### config.mk
export PLATFORM = sky130hd
export DESIGN_NAME = wb_port_arbiter
export DESIGN_NICKNAME = d
export VERILOG_FILES = /design/src/rtl/wb_port_arbiter_pkg.sv /design/src/rtl/wb_port_arbiter_llu_fifo.sv /design/src/rtl/wb_port_arbiter.sv
export SDC_FILE = /design/constraint.sdc
export NUM_CORES = 1
export LEC_CHECK = 0
export ABC_AREA = 0
export CORE_ASPECT_RATIO = 1.1
export CORE_UTILIZATION = 46
export CTS_CLUSTER_DIAMETER = 60
export DETAILED_ROUTE_END_ITERATION = 6
export PLACE_DENSITY = 0.86
export SLEW_MARGIN = 20
export SYNTH_ARGS = -nofsm -noshare
export SYNTH_HDL_FRONTEND = slang
export SYNTH_SLANG_ARGS = --single-unit
### constraint.sdc
create_clock -name clk_i -period 4.16 [get_ports clk_i]
set_clock_uncertainty 0.15 [all_clocks]
set_input_delay 0.832 -clock clk_i [delete_from_list [all_inputs] [get_ports clk_i]]
set_output_delay 0.832 -clock clk_i [all_outputs]
set_load 0.03 [all_outputs]
### src/rtl/wb_port_arbiter_pkg.sv
// Shared writeback types: regfile write bundle, write-source tag and the
// buffered LLU result record.
package orion_types;

  localparam int unsigned XLEN        = 32;
  localparam int unsigned RF_IDX_BITS = 5;

  typedef struct packed {
    logic                   rd_we;
    logic [RF_IDX_BITS-1:0] rd_s;
    logic [XLEN-1:0]        rd_v;
  } wb_id_t;

  typedef enum logic [1:0] {
    WB_SRC_NONE = 2'd0,
    WB_SRC_PIPE = 2'd1,
    WB_SRC_LLU  = 2'd2
  } wb_src_e;

  typedef struct packed {
    logic [RF_IDX_BITS-1:0] rd_s;
    logic [XLEN-1:0]        rd_v;
  } llu_wb_t;

  typedef enum logic {
    ARB_NORMAL,
    ARB_FORCE
  } arb_state_e;

endpackage

### src/rtl/wb_port_arbiter_llu_fifo.sv
// Small synchronous FIFO buffering LLU results until the write port is free.
// Only the head entry is visible; pointers wrap modulo DEPTH.
module wb_llu_fifo
  import orion_types::*;
#(
  parameter int unsigned DEPTH = 2
) (
  input  logic    clk_i,
  input  logic    rst_i,
  input  logic    push_i,
  input  logic    pop_i,
  input  llu_wb_t data_i,
  output llu_wb_t head_o,
  output logic    full_o,
  output logic    empty_o
);

  localparam int unsigned PTR_W = (DEPTH > 1) ? $clog2(DEPTH) : 1;
  localparam int unsigned CNT_W = $clog2(DEPTH + 1);

  llu_wb_t          mem [DEPTH];
  logic [PTR_W-1:0] rd_ptr;
  logic [PTR_W-1:0] wr_ptr;
  logic [CNT_W-1:0] count;
  logic             do_push;
  logic             do_pop;

  function automatic logic [PTR_W-1:0] ptr_inc(input logic [PTR_W-1:0] p);
    return (p == PTR_W'(DEPTH - 1)) ? '0 : p + PTR_W'(1);
  endfunction

  assign full_o  = (count == CNT_W'(DEPTH));
  assign empty_o = (count == '0);
  assign head_o  = mem[rd_ptr];
  assign do_push = push_i & ~full_o;
  assign do_pop  = pop_i & ~empty_o;

  // Storage is not reset: discarding contents only needs the count cleared.
  always_ff @(posedge clk_i) begin
    if (do_push) mem[wr_ptr] <= data_i;
  end

  always_ff @(posedge clk_i or negedge rst_i) begin
    if (!rst_i) begin
      rd_ptr <= '0;
      wr_ptr <= '0;
      count  <= '0;
    end else begin
      if (do_push) wr_ptr <= ptr_inc(wr_ptr);
      if (do_pop)  rd_ptr <= ptr_inc(rd_ptr);
      case ({do_push, do_pop})
        2'b10:   count <= count + CNT_W'(1);
        2'b01:   count <= count - CNT_W'(1);
        default: count <= count;
      endcase
    end
  end

endmodule

### src/rtl/wb_port_arbiter.sv
// Regfile write-port arbiter: pipeline writeback has priority, buffered LLU
// results drain opportunistically or via a one-cycle forced grant on starvation.
module wb_port_arbiter
  import orion_types::*;
#(
  parameter int unsigned STARVE_MAX     = 4,
  parameter int unsigned LLU_FIFO_DEPTH = 2
) (
  input  logic                   clk_i,
  input  logic                   rst_i,
  input  logic                   pipe_valid_i,
  input  logic                   pipe_rd_we_i,
  input  logic [RF_IDX_BITS-1:0] pipe_rd_s_i,
  input  logic [XLEN-1:0]        pipe_rd_v_i,
  output logic                   pipe_stall_o,
  input  logic                   llu_valid_i,
  output logic                   llu_ready_o,
  input  logic [RF_IDX_BITS-1:0] llu_rd_s_i,
  input  logic [XLEN-1:0]        llu_rd_v_i,
  output wb_id_t                 wb_id_o,
  output wb_src_e                wb_src_o
);

  localparam int unsigned CNT_W = $clog2(STARVE_MAX) + 1;

  arb_state_e       state_q, state_d;
  logic [CNT_W-1:0] cnt_q, cnt_d;
  logic             pipe_need;
  logic             grant_pipe;
  logic             grant_llu;
  logic             llu_push;
  logic             fifo_full;
  logic             fifo_empty;
  llu_wb_t          fifo_head;
  llu_wb_t          llu_in;

  // Gating with rst_i keeps the port and LLU handshake quiet while in reset.
  assign pipe_need   = rst_i & pipe_valid_i & pipe_rd_we_i & (pipe_rd_s_i != '0);
  assign llu_ready_o = rst_i & ~fifo_full;
  assign llu_push    = llu_valid_i & llu_ready_o & (llu_rd_s_i != '0);
  assign llu_in      = '{rd_s: llu_rd_s_i, rd_v: llu_rd_v_i};

  wb_llu_fifo #(
    .DEPTH (LLU_FIFO_DEPTH)
  ) u_llu_fifo (
    .clk_i   (clk_i),
    .rst_i   (rst_i),
    .push_i  (llu_push),
    .pop_i   (grant_llu),
    .data_i  (llu_in),
    .head_o  (fifo_head),
    .full_o  (fifo_full),
    .empty_o (fifo_empty)
  );

  always_ff @(posedge clk_i or negedge rst_i) begin
    if (!rst_i) begin
      state_q <= ARB_NORMAL;
      cnt_q   <= '0;
    end else begin
      state_q <= state_d;
      cnt_q   <= cnt_d;
    end
  end

  always_comb begin
    grant_pipe   = 1'b0;
    grant_llu    = 1'b0;
    pipe_stall_o = 1'b0;
    state_d      = ARB_NORMAL;
    cnt_d        = cnt_q;
    if (state_q == ARB_FORCE) begin
      grant_llu    = ~fifo_empty;
      pipe_stall_o = pipe_need;
      cnt_d        = '0;
    end else begin
      if (pipe_need)        grant_pipe = 1'b1;
      else if (!fifo_empty) grant_llu  = 1'b1;
      // A denial is a pipeline grant while an LLU result waits.
      if (grant_llu || fifo_empty) begin
        cnt_d = '0;
      end else if (grant_pipe) begin
        if (cnt_q == CNT_W'(STARVE_MAX - 1)) begin
          state_d = ARB_FORCE;
          cnt_d   = '0;
        end else begin
          cnt_d = cnt_q + CNT_W'(1);
        end
      end
    end
  end

  always_comb begin
    wb_id_o  = '0;
    wb_src_o = WB_SRC_NONE;
    if (grant_pipe) begin
      wb_id_o  = '{rd_we: 1'b1, rd_s: pipe_rd_s_i, rd_v: pipe_rd_v_i};
      wb_src_o = WB_SRC_PIPE;
    end else if (grant_llu) begin
      wb_id_o  = '{rd_we: 1'b1, rd_s: fifo_head.rd_s, rd_v: fifo_head.rd_v};
      wb_src_o = WB_SRC_LLU;
    end
  end

  a_force_nonempty : assert property (@(posedge clk_i) disable iff (!rst_i)
    (state_q == ARB_FORCE) |-> !fifo_empty);

  a_no_rd_collision : assert property (@(posedge clk_i) disable iff (!rst_i)
    !(pipe_need && !fifo_empty && (pipe_rd_s_i == fifo_head.rd_s)));

endmodule

* Word level (Yosys, flattened, before mapping)
Memory sizes are Yosys's and may differ from the RTL's. Index checks and enable logic that the tools add are counted.
Storage, ports and cells: register bits 8, bits in latches 0, memory bits (writable) 74, bits in read-only memories 0, input bits 79, output and inout bits 42, logic and storage cells 56, memories kept 1
Cells by class: $add $sub $neg 5, multiply operators 0, divide/modulo/power cells 0, $lt $le $gt $ge 0, equal/unequal tests 4, shift operators 0, muxes and demuxes 25, bitwise gates (word level) 10, reductions and logical operators 6
Memories:
- u_llu_fifo.mem | words 2, width 37, rd ports 1, clocked after memory_dff 0, write ports 1, RTL line wb_port_arbiter_llu_fifo.sv:21 | llu_wb_t mem [DEPTH];
Operators with widths (count):
- 38-bit two-way mux | 2
- 1-bit two-way mux | 16
- 3-bit two-way mux | 4
- 5-bit nonzero test | 2
- 1-bit bitwise AND | 8
- 2-bit equality test (second input constant) | 2
- 2-bit two-way mux | 2
- 2-bit case mux with 2 select lines | 1
- 3-bit by 1-bit adder with 3-bit output (second input constant) | 1
- 3-bit by 2-bit equality test with 1-bit output (second input constant) | 1
- 3-bit nonzero test | 1
- 1-bit adder (second input constant) | 2
- 2-bit by 1-bit adder with 2-bit output (second input constant) | 1
- 2-bit by 1-bit equality test with 1-bit output (second input constant) | 1
- 2-bit zero test | 1
- 1-bit inverter | 2
- 2-bit nonzero test | 1
- 2-bit by 1-bit subtractor with 2-bit output (second input constant) | 1
- 1-bit logical OR | 1

* Logic depth before layout (Yosys ltp)
Gate-level depths: netlist (run 1).
word-level depth 9, gate-level depth with buffers 9, gate-level depth less buffers 8

* Cells and area by module
A second synthesis (run 1) with hierarchy kept.
Second synthesis, totals: cell total of the unflattened synthesis 244, area total of the unflattened synthesis 3916.3 um2
By module, submodules not included:
- wb_llu_fifo | times used 1, cells each 133, area each 2949.1 um2, seq. area each 2322.2 um2
- wb_port_arbiter | times used 1, cells each 111, area each 967.2 um2, seq. area each 100.1 um2

* Least setup slack after synthesis (run 1)
OpenSTA, ideal clock, no wires.
path kind input -> register, from in rst_i, to mem u_llu_fifo.mem[0][0] (netlist name), enable pin, library setup time 0.436 ns, data arrival time 3.628 ns, data required time 3.574 ns, path slack -0.054 ns, stages 3, path buffers 0, path through a21boi_0 -> o211a_1 -> nor2b_1
Between the ends: longest elaborated chain between the ends 6
Ends and longest elaborated chain:
- from (decl) | RTL line wb_port_arbiter.sv:10 | input logic rst_i,
- 1-bit bitwise AND | RTL line wb_port_arbiter.sv:39 | assign llu_ready_o = rst_i & ~fifo_full;
- 1-bit bitwise AND (2 in series) | RTL line wb_port_arbiter.sv:40 | assign llu_push = llu_valid_i & llu_ready_o & (llu_rd_s_i != '0);
- 1-bit bitwise AND | RTL line wb_port_arbiter_llu_fifo.sv:35 | assign do_push = push_i & ~full_o;
- 1-bit two-way mux | RTL line wb_port_arbiter_llu_fifo.sv:40 | if (do_push) mem[wr_ptr] <= data_i;
- 1-bit two-way mux (implied by the code) | RTL line wb_port_arbiter_llu_fifo.sv:40
- to (decl) | RTL line wb_port_arbiter_llu_fifo.sv:21
No other way between the ends.

==> flow_metrics.py, run 1 <==
metrics = {
    "logic_synthesis": {
        "synth-warning-count": 0,
        "syn_nets": 323,
        "avgSynthCellArea_um2": 15.1,
        "netlist_area_um2": 3640,
        "ys_async_sr_fraction_pct": 9.76,
        "ys_seq_elements": 82,
        "synth_cell_types": 32,
        "synth_cells": 242,
        "ys.flop_type": "edfxtp_1",
        "synth_edf_count": 74,
        "ys_seq_area_share_pct": 66.5,
    },
    "routing": {
        "drc_errors": 0,
        "wl_per_cell_um": 15.6,
        "viasPerCell": 4.98,
        "first_pass_iters": 4,
        "finalWirelength_mm": 7.39,
        "vias": 2354,
        "drt_iter0_markers": 56,
        "antenna_left": 0,
    },
    "power": {
        "p_leak_nw": 1.90,
        "fin_total_pwr_mw": 3.05,
        "peakVddDrop_uv": 265,
        "p_per_area_nw_per_um2": 600,
    },
    "run": {
        "drv_cap": 0,
    },
    "die": {
        "fp-row-count": 33,
        "die_height_um": 95.4,
        "core-area_um2": 7560,
        "die_x_um": 86.9,
        "num_io_pins": 121,
        "die-area_um2": 8280,
        "initial_core_util_pct": 48.2,
    },
    "setup_path": {
        "crit_buf_inv": 3,
        "startpoint_type": "input pin",
        "end_kind": "primary output",
        "reg2reg_setup_slack_ns": 1.94,
        "path_class": "input pin to primary output",
        "path_max_fanout": 7,
        "cpMostUsedCell": "clkdlybuf4s50_1",
        "critPathRequiredTime_ns": 3.18,
        "slowest_delay_ns": 0.69,
        "cpMaxStageDelayCell": "clkdlybuf4s50_1",
        "path_cells": "clkdlybuf4s50_1, nor4_4, a21o_4, inv_2, or3_1, o21ai_0, clkdlybuf4s50_1",
        "cp.arrival_ns": 3.04,
        "critPathTopFamily": "buffers and inverters",
    },
    "finish": {
        "syn_to_final_growth_pct": 39.6,
        "drive_above_1_share_pct": 23.4,
        "nNetsFinal": 444,
        "nFillCells": 558,
        "layout_commonest_cell": "clkdlybuf4s50_1",
        "final_cell_mix": "83 x clkdlybuf4s50_1, 74 x edfxtp_1, 42 x buf_4",
        "antenna_cells": 0,
    },
    "global_route": {
        "antenna_found_initial": 0,
        "grt_max_degree": 76,
        "grt_pass1_vias": 2415,
        "grt_pass1_wl_mm": 11.6,
        "grt.total_usage_pct": 19.2,
        "grt.overflow.total": 0,
    },
    "clocking": {
        "cts_hold_buf": 0,
        "cts_tree": "yes",
        "clk_latency_ns": 0.33,
        "h-tree-depth": 3,
        "ctsResizeCount": 0,
        "cts-root-buf": "clkbuf_8",
        "cts.path.max_buffers": 2,
        "cts.sink_count": 82,
        "cts.clk_slew.worst_paths_ns": 0.07,
        "post_cts_buffers": 0,
        "cts_buffers": 9,
    },
    "timing": {
        "worst_slew_pin_slew_ns": 0.625,
        "rsz0062_at_grt": "false",
        "setup_viol_count_final": 0,
        "relSlewSlack_pct": 58.4,
        "period_share_pct": 96.6,
        "drv_slew": 0,
        "layout_setup_ws_ns": 0.140,
        "max_freq_mhz": 249,
        "whs_ns": 0.306,
        "finalHoldViolations": 0,
        "setup_tns_ns": 0,
        "period_minus_slack_ns": 4.02,
    },
    "place": {
        "gp_congestion": 0.740,
        "placement.io_buffers": 120,
        "dp_slack_ns": 0.127,
        "dp.final_hpwl_mm": 5.24,
    },
    "hold_path": {
        "hold_path.class": "register to register",
    },
    "status": {
        "status": "finished, final reports clean",
    },
}
## cells by family (layout without fill, tap and decap cells)
family	Yosys count	in the layout	synth area share (%)
AO/OA/AOI/OAI	41	41	11.3
XOR/XNOR	5	5	1.20
adder cells (fa/ha/maj)	2	2	0.686
buffers and inverters	21	147	3.12
flip-flops	82	82	66.5
multiplexers	37	37	10.2
AND/OR/NAND/NOR	54	54	7.04
## cells in the mapped netlist, drive strengths merged, types with 2 or more instances
| cell | count | area [µm²] |
|---|---|---|
| mux2i | 37 | 370 |
| nor4b | 2 | 17.5 |
| clkbuf | 6 | 22.5 |
| nor2 | 4 | 17.5 |
| edfxtp | 74 | 2220 |
| o31ai | 36 | 370 |
| ha | 2 | 25.0 |
| inv | 4 | 15.0 |
| nor3 | 2 | 10.0 |
| nand2 | 38 | 143 |
| xor2 | 3 | 26.3 |
| buf | 11 | 76.3 |
| dfrtp | 8 | 200 |
| xnor2 | 2 | 17.5 |
## final timing paths
| path | startpoint | to | cells after the start |
|---|---|---|---|
| worst max-delay path | pipe_rd_s_i[1] | wb_id_o[32] | 7 |
| worst min-delay path | cnt_q[0]$_DFFE_PN0P_ | cnt_q[0]$_DFFE_PN0P_ | 1 |
| worst max register to register | u_llu_fifo.count[0]$_DFFE_PN0P_ | u_llu_fifo.mem[1][33]$_DFFE_PP_ | 5 |
| worst min register to register | cnt_q[0]$_DFFE_PN0P_ | cnt_q[0]$_DFFE_PN0P_ | 1 |
| max in group asynchronous | rst_i | u_llu_fifo.rd_ptr$_DFFE_PN0P_ | 2 |
| min in group asynchronous | rst_i | u_llu_fifo.wr_ptr$_DFFE_PN0P_ | 2 |
## metal layers
layer  GRT usage, %  up-vias  routed length [µm]
met5              0        -                   0
met4           7.78        0                 109
met3           3.72        9                 313
met2           35.3       79                3890
met1           21.7     1105                3070
li1               -     1161                   -
## registers in the layout, summed over array words and instances (netlist names)
name and cells:
u_llu_fifo.mem 74, u_llu_fifo.wr_ptr 1, cnt_q 3, u_llu_fifo.rd_ptr 1, u_llu_fifo.count 2, state_q 1
## report_power, final
group	internal, mW	leakage [nW]	switching [mW]	total (mW)
Combinational	0.560	1.02	0.784	1.34
Clock	0.334	0.104	0.259	0.593
Sequential	1.02	0.777	0.0954	1.12
## area by class of cell
class                      instances  area (µm²)  share of cell area [%]
sequential                        82        2420                    47.6
timing repair buffer             127        1190                    23.3
multi-input combinational        139        1120                    22.1
tap                              105         131                    2.58
clock buffer                      10         128                    2.51
clock inverter                     6        81.3                    1.60
inverter                           4        15.0                   0.295
## through the flow
step | util [%] | cells | instance area, µm²
global route | 67.4 | 473 | 5090
CTS | 67.4 | 473 | 5090
global placement | 64.6 | 457 | 4880
detailed placement | 64.6 | 457 | 4880
finish | 67.4 | 473 | 5090
floorplan | - | 242 | 3650
Note: power is estimated with default switching activity, not from simulation.
==> run 2, diff against run 1 <==
--- a/config.mk
+++ b/config.mk
@@ -5,7 +5,7 @@
 export SDC_FILE = /design/constraint.sdc
 export NUM_CORES = 1
 export LEC_CHECK = 0
-export ABC_AREA = 0
+export ABC_AREA = 1
 export CORE_ASPECT_RATIO = 1.1
 export CORE_UTILIZATION = 46
 export CTS_CLUSTER_DIAMETER = 60
==> flow_metrics.py, run 2 <==
metrics = {
    "die": {
        "die_x_um": 87.2,
        "initial_core_util_pct": 48.3,
        "die_height_um": 95.7,
        "num_io_pins": 121,
        "core-area_um2": 7600,
        "fp-row-count": 33,
        "die-area_um2": 8340,
    },
    "place": {
        "dp.final_hpwl_mm": 5.78,
        "gp_congestion": 0.738,
        "placement.io_buffers": 120,
        "dpl.cell_count": 588,
    },
    "finish": {
        "stdcell_count": 604,
        "final_cell_mix": "195 x nand2_1, 81 x clkdlybuf4s50_1, 74 x edfxtp_1",
        "largest_register_ffs": 74,
        "drive_above_1_share_pct": 13.6,
        "top_regs": "u_llu_fifo.mem (74), cnt_q (3), u_llu_fifo.count (2)",
        "layout_commonest_cell": "nand2_1",
        "antenna_cells": 0,
        "largest-register": "u_llu_fifo.mem",
        "syn_to_final_growth_pct": 38.1,
        "nNetsFinal": 575,
    },
    "timing": {
        "setup_viol_count_final": 0,
        "period_minus_slack_ns": 3.56,
        "max_freq_mhz": 281,
        "rsz0062_at_grt": "false",
        "drv_slew": 0,
        "relSlewSlack_pct": 42.2,
        "finalHoldViolations": 0,
        "whs_ns": 0.294,
        "worst_slew_pin_slew_ns": 0.866,
        "period_share_pct": 85.7,
        "setup_tns_ns": 0,
    },
    "clocking": {
        "cts_buffers": 9,
        "cts.clk_slew.worst_paths_ns": 0.08,
        "clk_latency_ns": 0.34,
        "cts.path.max_buffers": 2,
        "cts_hold_buf": 0,
        "ctsResizeCount": 0,
        "post_cts_buffers": 0,
        "cts.sink_count": 82,
        "cts-root-buf": "clkbuf_8",
        "cts_tree": "yes",
        "h-tree-depth": 3,
    },
    "global_route": {
        "antenna_found_initial": 0,
        "grt_pass1_wl_mm": 13.6,
        "grt.overflow.total": 0,
        "grt_pass1_vias": 2953,
        "grt-busiest-layer": "met2",
        "grt_max_degree": 41,
        "met2_usage_pct": 39.2,
        "globalRouteMet1Util_pct": 25.8,
        "grtUsageMet3_pct": 4.55,
        "grt.total_usage_pct": 21.9,
    },
    "routing": {
        "drc_errors": 0,
        "first_pass_iters": 4,
        "wl_per_cell_um": 14.2,
        "drt_iter0_markers": 152,
        "vias": 2925,
        "antenna_left": 0,
        "viasPerCell": 4.84,
        "finalWirelength_mm": 8.58,
    },
    "setup_path": {
        "cpMostUsedCell": "nand2_1",
        "slowest_delay_ns": 0.51,
        "cp.arrival_ns": 2.58,
        "path_max_fanout": 38,
        "end_kind": "primary output",
        "cpMaxStageDelayCell": "inv_2",
        "startpoint_type": "input pin",
        "path_class": "input pin to primary output",
        "critPathRequiredTime_ns": 3.18,
        "path_cells": "clkdlybuf4s50_1, nand2_1, nor2_2, nand3_2, inv_2, nand2_1, nand2_1, buf_4",
    },
    "logic_synthesis": {
        "synth_fa_ha_area_share_pct": 0.682,
        "ys_top_cells_by_area": "edfxtp_1 61%, nand2_1 20%, nand3_1 5.9%",
        "ys_seq_area_share_pct": 66.0,
        "ys_async_sr_fraction_pct": 9.76,
        "yosysMostFrequentCell": "nand2_1",
        "ys_seq_elements": 82,
        "synth_compound_gate_area_share_pct": 0.477,
        "synth_mux_area_share_pct": 0,
        "ys.flop_type": "edfxtp_1",
        "synth_common_cells": "195 x nand2_1, 74 x edfxtp_1, 43 x nand3_1",
        "synth_cell_types": 21,
        "syn_nets": 456,
        "yosysTopAreaCellShare_pct": 60.5,
        "yosys.area_share.simple_pct": 27.8,
        "synth_edf_count": 74,
        "synth-warning-count": 0,
        "netlist_area_um2": 3670,
        "yosysTopAreaCell": "edfxtp_1",
        "avgSynthCellArea_um2": 9.79,
        "synth_cells": 375,
        "synth_xor_xnor_area_share_pct": 0.477,
        "synth_top_family_by_area": "simple AND/OR/NAND/NOR gates",
    },
    "status": {
        "status": "finished, final reports clean",
    },
    "power": {
        "peakVddDrop_uv": 477,
        "p_per_area_nw_per_um2": 623,
        "p_leak_nw": 2.21,
        "fin_total_pwr_mw": 3.16,
    },
    "hold_path": {
        "hold_path.class": "register to register",
    },
    "run": {
        "drv_cap": 0,
    },
}
run 2: cell count changes after synthesis, moves of 3 or more:
cell and delta:
o31ai_2 -20, nor2_1 +5, inv_1 +7, nand3_1 +43
o31ai_1 -16, xor2_1 -3, buf_2 +4, mux2i_1 -37
nand2_1 +157
run 2: worst max-delay path, delay by kind of cell:
family / cells / cell delay [ns]
AND/OR/NAND/NOR: 5 / 0.57
buffers and inverters: 3 / 1.17
run 2: logic make-up (layout without fill, tap and decap cells):
kind of cell | count (synthesis) | in the layout
buffers and inverters | 33 | 157
and+or+nand+nor | 253 | 253
xor gates and xnor gates | 2 | 2
AOI/OAI and AO/OA | 3 | 3
adders and majority gates | 2 | 2
DFF | 82 | 82
run 2: through the flow:
step	setup WS, ns	utilization (%)	area, µm²
floorplan	0.348	-	3670
global placement	0.676	63.9	4860
detailed placement	0.596	63.9	4860
CTS	0.591	66.7	5070
global route	0.436	66.7	5070
finish	0.596	66.7	5070
run 2: final timing paths:
path	from	endpoint	slack (ns)	depth (start not counted)
max in group asynchronous	rst_i	state_q$_DFF_PN0_	3.05	2
max	rst_i	wb_id_o[5]	0.60	8
min	cnt_q[0]$_DFFE_PN0P_	cnt_q[0]$_DFFE_PN0P_	0.29	1
min reg2reg	cnt_q[0]$_DFFE_PN0P_	cnt_q[0]$_DFFE_PN0P_	0.29	1
max reg2reg	u_llu_fifo.count[0]$_DFFE_PN0P_	u_llu_fifo.mem[1][20]$_DFFE_PP_	2.01	5
min in group asynchronous	rst_i	u_llu_fifo.count[0]$_DFFE_PN0P_	0.68	2
run 2: per-layer routing:
metal | part of all wire, % | up-vias | routed length (µm)
met2 | 53 | 92 | 4580
met3 | 3.7 | 12 | 320
li1 | - | 1467 | -
met5 | 0 | - | 0
met1 | 41 | 1354 | 3510
met4 | 2.0 | 0 | 168
run 2: cell type report:
type	instances	area (µm²)
multi-input combinational	260	1090
timing repair buffer	129	1170
clock inverter	5	78.8
inverter	12	45.0
tap	105	131
sequential	82	2420
fill	622	2530
clock buffer	11	131
run 2: power by group:
part | internal (mW) | leakage, nW | switching (mW)
Clock | 0.338 | 0.107 | 0.278
Sequential | 1.02 | 0.779 | 0.0360
Combinational | 0.524 | 1.33 | 0.964
